===== config.mk =====
export PLATFORM = sky130hd
export DESIGN_NAME = fifo_status
export DESIGN_NICKNAME = d
export VERILOG_FILES = /design/src/rtl/fifo_status.sv
export SDC_FILE = /design/constraint.sdc
export NUM_CORES = 1
export LEC_CHECK = 0
export ABC_AREA = 1
export CAP_MARGIN = 0
export CORE_MARGIN = 3
export CORE_UTILIZATION = 36
export CTS_CLUSTER_SIZE = 20
export DETAILED_ROUTE_END_ITERATION = 8
export GPL_TIMING_DRIVEN = 0
export PLACE_DENSITY = 0.74
export SYNTH_ARGS = -nofsm -noshare
export SYNTH_HDL_FRONTEND = slang
export SYNTH_SLANG_ARGS = --single-unit

===== constraint.sdc =====
create_clock -name clk -period 2.35 [get_ports clk]
set_clock_uncertainty 0.2 [all_clocks]
set_input_delay 0.5875 -clock clk [delete_from_list [all_inputs] [get_ports clk]]
set_output_delay 0.5875 -clock clk [all_outputs]
set_load 0.05 [all_outputs]

===== src/rtl/fifo_status.sv =====
// Status/flag block for a pointer-based FIFO: derives fill, full, empty and threshold
// from the registered pointers and keeps sticky over/underflow flags plus a high-water mark.
module fifo_status #(
  parameter int DEPTH  = 16,
  parameter int AW     = 4,
  parameter int THRESH = 12
) (
  input  logic        clk,
  input  logic        rst,
  input  logic        wr,
  input  logic        rd,
  input  logic [AW:0] wptr,
  input  logic [AW:0] rptr,
  input  logic        clr_flags,
  output logic        fifo_full,
  output logic        fifo_empty,
  output logic        fifo_threshold,
  output logic        fifo_overflow,
  output logic        fifo_underflow,
  output logic [AW:0] fill_level,
  output logic [AW:0] high_water
);

  localparam logic [AW:0] THRESH_L = (AW+1)'(THRESH);
  localparam logic [AW:0] DEPTH_L  = (AW+1)'(DEPTH);

  // Modulo subtraction keeps fill_level correct across the wrap bit.
  assign fill_level     = wptr - rptr;
  assign fifo_empty     = (wptr == rptr);
  assign fifo_full      = (wptr[AW] != rptr[AW]) && (wptr[AW-1:0] == rptr[AW-1:0]);
  assign fifo_threshold = (fill_level >= THRESH_L);

  // Set beats clear so an attempt in the clearing cycle is never lost.
  always_ff @(posedge clk or posedge rst) begin
    if (rst) begin
      fifo_overflow  <= 1'b0;
      fifo_underflow <= 1'b0;
      high_water     <= '0;
    end else begin
      if (wr && fifo_full)
        fifo_overflow <= 1'b1;
      else if (clr_flags)
        fifo_overflow <= 1'b0;

      if (rd && fifo_empty)
        fifo_underflow <= 1'b1;
      else if (clr_flags)
        fifo_underflow <= 1'b0;

      if (clr_flags || (fill_level > high_water))
        high_water <= fill_level;
    end
  end

  a_fill_range: assert property (@(posedge clk) disable iff (rst) fill_level <= DEPTH_L);
  a_full_empty: assert property (@(posedge clk) disable iff (rst) !(fifo_full && fifo_empty));

endmodule


-- Yosys cells after proc, flatten, opt, wreduce, memory -nomap -nowiden
Cells that the tools add are included.
- add/sub/neg operators: 1
- $lt $le $gt $ge: 2
- equal/unequal tests: 3
- mux-type cells: 3
- reductions and logical operators: 6
- operator list (kind ; number):
    $eq A5 B5 Y1 ; 1
    $ge A5 B4 Y1 const B ; 1
    $gt A5 B5 Y1 ; 1
    $sub A5 B5 Y5 ; 1
    $eq A4 B4 Y1 ; 1
    $reduce_bool A2 Y1 ; 2
    $logic_and A1 B1 Y1 ; 3
    $mux W1 ; 3
    $logic_or A1 B1 Y1 ; 1
    $ne A1 B1 Y1 ; 1
- register bits after elaboration: 7
- bits of input ports: 15
- output and inout bits: 15
- word-level logic and storage cells: 18

-- Depth between registers and ports, before layout
- depth in word-level cells: 4
- gate-level depth with buffers: 16
- depth with buffers taken out: 16

-- Worst setup path before layout
OpenSTA, ideal clock, no wires.
- kind: input -> register
- start point: input wptr[0]
- end point: register high_water[3]
- arrival: 3172 ps
- data required time: 2029 ps
- slack: -1143 ps
- stages: 16
- path buffers: 0
- cells stage by stage: inv_1 ha_1 inv_1 fa_1 xor2_1 ha_1 nand2_1 nand2_1 nand2_1 nand3b_1 nand2_1 clkinv_8 nand2_4 nand2_4 nand2_1 nand2_1
- cells in the longest elaborated chain, start to end: 3
- RTL lines (what ; line ; RTL):
    from (decl) ; 12 ; input logic [AW:0] wptr,
    $sub A5 B5 Y5 ; 28 ; assign fill_level = wptr - rptr;
    net fill_level[2] ; 20 ; output logic [AW:0] fill_level,
    $gt A5 B5 Y1 ; 50 ; if (clr_flags || (fill_level > high_water))
    $logic_or A1 B1 Y1 ; 50 ;
    to (signal assigned) ; 51 ; high_water <= fill_level;
    to (decl) ; 21 ; output logic [AW:0] high_water
The timed path passes the listed nets, and every way through them passes these cells.
A chain may end at the register's enable or synchronous reset.

-- Worst setup path after layout
- start point: input wptr[0]
- end point: output fifo_threshold
- cells in the longest elaborated chain, start to end: 2
- RTL lines (what ; line ; RTL):
    $sub A5 B5 Y5 ; 28 ;
    $ge A5 B4 Y1 ; 31 ; assign fifo_threshold = (fill_level >= THRESH_L);
    to (decl) ; 17 ; output logic fifo_threshold,
Every way passes these cells.

==> impl_metrics.csv <==
group,metric,value,unit
hold_path,min_path_type,"flop to flop",
placed_design,place_area,0.00114,sq mm
drt,ant_nets,0,
sta,slew_headroom,67.1,%
outcome,outcome,"finished with violations",
sta,setup-violations-final,9,
pwr,p_clk_share,9.2,%
sta,fin_ws,-0.372,ns
cts,cts_hold_buf,0,
sta,slew_viol_final,0,
cts,max-clock-path-buffers,2,
sta,timing.final.hold_violations,0,
logic_synthesis,synth_cells,88,
sta,min_period,2.72,ns
cts,cts_tree,"built",
pwr,p_comb_share,75.1,%
drt,wl_met3,96,um
global_routing,grt_usage,18.3,%
layout,drive_above_1_share,59.2,%
drt,routed.top_layer,"met4",
die,die-area,0.00241,sq mm
sta,finalCritPeriodShare,116,%
setup_path,critPathRequiredTime,1.56,ns
drt,drc,0,
die,fp-row-count,14,
logic_synthesis,synth.top_cell.area_share,26.2,%
sta,holdWs,0.346,ns
pwr,p_int,0.584,mW
cts,htree_levels,1,
drt,met2_length,1480,um
die,fp.dieH,49.1,um
logic_synthesis,synth_fp_nets,112,
placed_design,port_buffers,29,
pwr,power_switching,0.606,mW
sta,rsz0062_at_grt,"yes",
cts,clkSlewWorstSetupHoldPaths,0.05,ns
pwr,p_seq_share,15.7,%
pwr,powerDensity,819,mW/mm^2
logic_synthesis,yosysTopAreaCell,"dfrtp_1",
global_routing,antenna_found_initial,0,
logic_synthesis,yosys-top-cells-area,"dfrtp_1 (26%), ha_1 (15%), nand2_1 (13%)",
global_routing,first_global_vias,846,
die,initial_core_util,41.0,%
layout,syn_to_final_growth,117,%
die,core_area,0.00163,sq mm
global_routing,grt_overflow,0,
pwr,p_sw_share,51.0,%
logic_synthesis,synth_area,668,sq um
sta,max_freq,0.367,GHz
outcome,violations,"setup timing",
drt,viasPerCell,5.03,
sta,tightest_slew,0.492,ns
placed_design,place_inst,141,
setup_path,start_kind,"input port",
die,fp.dieW,49.1,um
placed_design,gp_congestion,0.720,
setup_path,critPathMaxFanout,4,
cts,cts_buffers,3,
logic_synthesis,ys_seq_area_share,26.2,%
flow_run,maxCapViolations,0,
logic_synthesis,synthDistinctLibCells,19,
setup_path,crit_arrival,1.93,ns
layout,fin_cells,166,
cts,clock_latency,0.25,ns
drt,drt_iter0_drc,22,
drt,drt-met1-wl,920,um
drt,routed_wl,2600,um
pwr,p_leak,0.698,nW
global_routing,grt_max_degree,8,
logic_synthesis,avgSynthCellArea,7.59,sq um
drt,drt-wirelength-per-cell,15.7,um
setup_path,crit_type,"input port to output pin",
logic_synthesis,ys_ff_latch,7,
cts,clock-root-buffer,"clkbuf_4",
layout,fin_area,0.00145,sq mm
placed_design,hpwlAfterDp,1540,um
pwr,vdd_ir_drop_max,0.556,mV
die,ios,30,
logic_synthesis,yosys_warnings,0,
setup_path,cp-end-kind,"output pin",
cts,clkSinkCount,7,
layout,nets,167,
layout,diodes,0,
drt,dr_total_vias,835,
placed_design,pre_cts_ws,-1.53,ns
drt,first_pass_iters,4,
global_routing,grt_first_pass_wirelength,3510,um
## worst max-delay path: stages
cell and delay, ns:
buf_8 0.11, inv_12 0.04, ha_4 0.12, inv_4 0.03, fa_2 0.36, buf_6 0.14, xor2_4 0.24, nand2_2 0.09
nand2_4 0.07, buf_8 0.14
## registers in the layout, summed over array words and instances (netlist names)
register,count
high_water,5
fifo_overflow,1
fifo_underflow,1
## path summary, 6_finish.rpt
path / from / endpoint / slack (ns) / cells past startpoint
worst max-delay path: wptr[0] / fifo_threshold / -0.37 / 10
worst min-delay path: fifo_overflow$_DFFE_PP0P_ / fifo_overflow$_DFFE_PP0P_ / 0.35 / 1
worst max register to register: high_water[2]$_DFFE_PP0P_ / high_water[3]$_DFFE_PP0P_ / 0.58 / 12
worst min register to register: fifo_overflow$_DFFE_PP0P_ / fifo_overflow$_DFFE_PP0P_ / 0.35 / 1
max in group asynchronous: rst / high_water[4]$_DFFE_PP0P_ / 1.38 / 2
min in group asynchronous: rst / high_water[0]$_DFFE_PP0P_ / 0.36 / 2
## logic make-up (layout without fill, tap and decap cells)
family	Yosys count	after routing	share of synthesized area [%]
flip-flops	7	7	26.2
XOR/XNOR	2	2	2.62
AO/OA/AOI/OAI	4	4	4.12
AND/OR/NAND/NOR	47	47	36.5
adder cells (fa/ha/maj)	9	9	18.0
buffers and inverters	19	73	12.5
## synthesized netlist by cell type, drive strengths merged
master / number
nand4: 3
xor2: 2
inv: 18
nand2: 30
dfrtp: 7
o21ai: 1
ha: 8
fa: 1
a22o: 2
clkinv: 1
nand3: 9
nand3b: 1
or2: 1
a21oi: 1
nor2: 3
## per-layer routing
| layer | global-route usage [%] | vias up |
|---|---|---|
| li1 | - | 387 |
| met5 | 0 | - |
| met2 | 36.4 | 34 |
| met4 | 7.58 | 0 |
| met1 | 19.1 | 402 |
| met3 | 1.22 | 12 |
## cell type report
| type | count | area [sq um] |
|---|---|---|
| multi-input combinational | 62 | 652 |
| clock buffer | 4 | 26.3 |
| tap | 24 | 30.0 |
| inverter | 19 | 104 |
| sequential | 7 | 175 |
| fill | 82 | 176 |
| timing repair buffer | 50 | 465 |
## timing repair
action | in CTS | in global routing
setup endpoints to repair | 13 | 11
cloned | 0 | 0
gates resized for setup | 103 | 20
pin swaps | 19 | 13
setup buffers | 16 | 5
## power groups by stage
stage                     clock network, mW  logic [mW]  registers [mW]
after floorplan                           0       0.425           0.297
after global placement                    0       0.715           0.186
after detailed placement                  0       0.739           0.187
after CTS                             0.111       0.807           0.187
after global routing                  0.120       0.951           0.193
final                                 0.109       0.894           0.187
## placed cells by master, fill, tap and decap left out, drive strengths merged, types with 2 or more instances in the layout
cell type,count
buf,36
nand2,30
inv,18
clkdlybuf4s50,11
nand3,9
ha,8
dfrtp,7
clkbuf,4
nand4,3
nor2,3
xor2,2
a22o,2
dlygate4sd2,2
## per-stage QoR
step / TNS [ns] / power (mW) / util, %
3_3_place_gp: -13.39 / 0.902 / 70.3
5_1_grt: -2.97 / 1.26 / 89.2
3_5_place_dp: -13.65 / 0.926 / 70.3
4_1_cts: -2.47 / 1.10 / 81.6
6_report: -2.24 / 1.19 / 89.2
2_1_floorplan: -2.01 / 0.722 / -
Power figures use the tool's default switching activity.
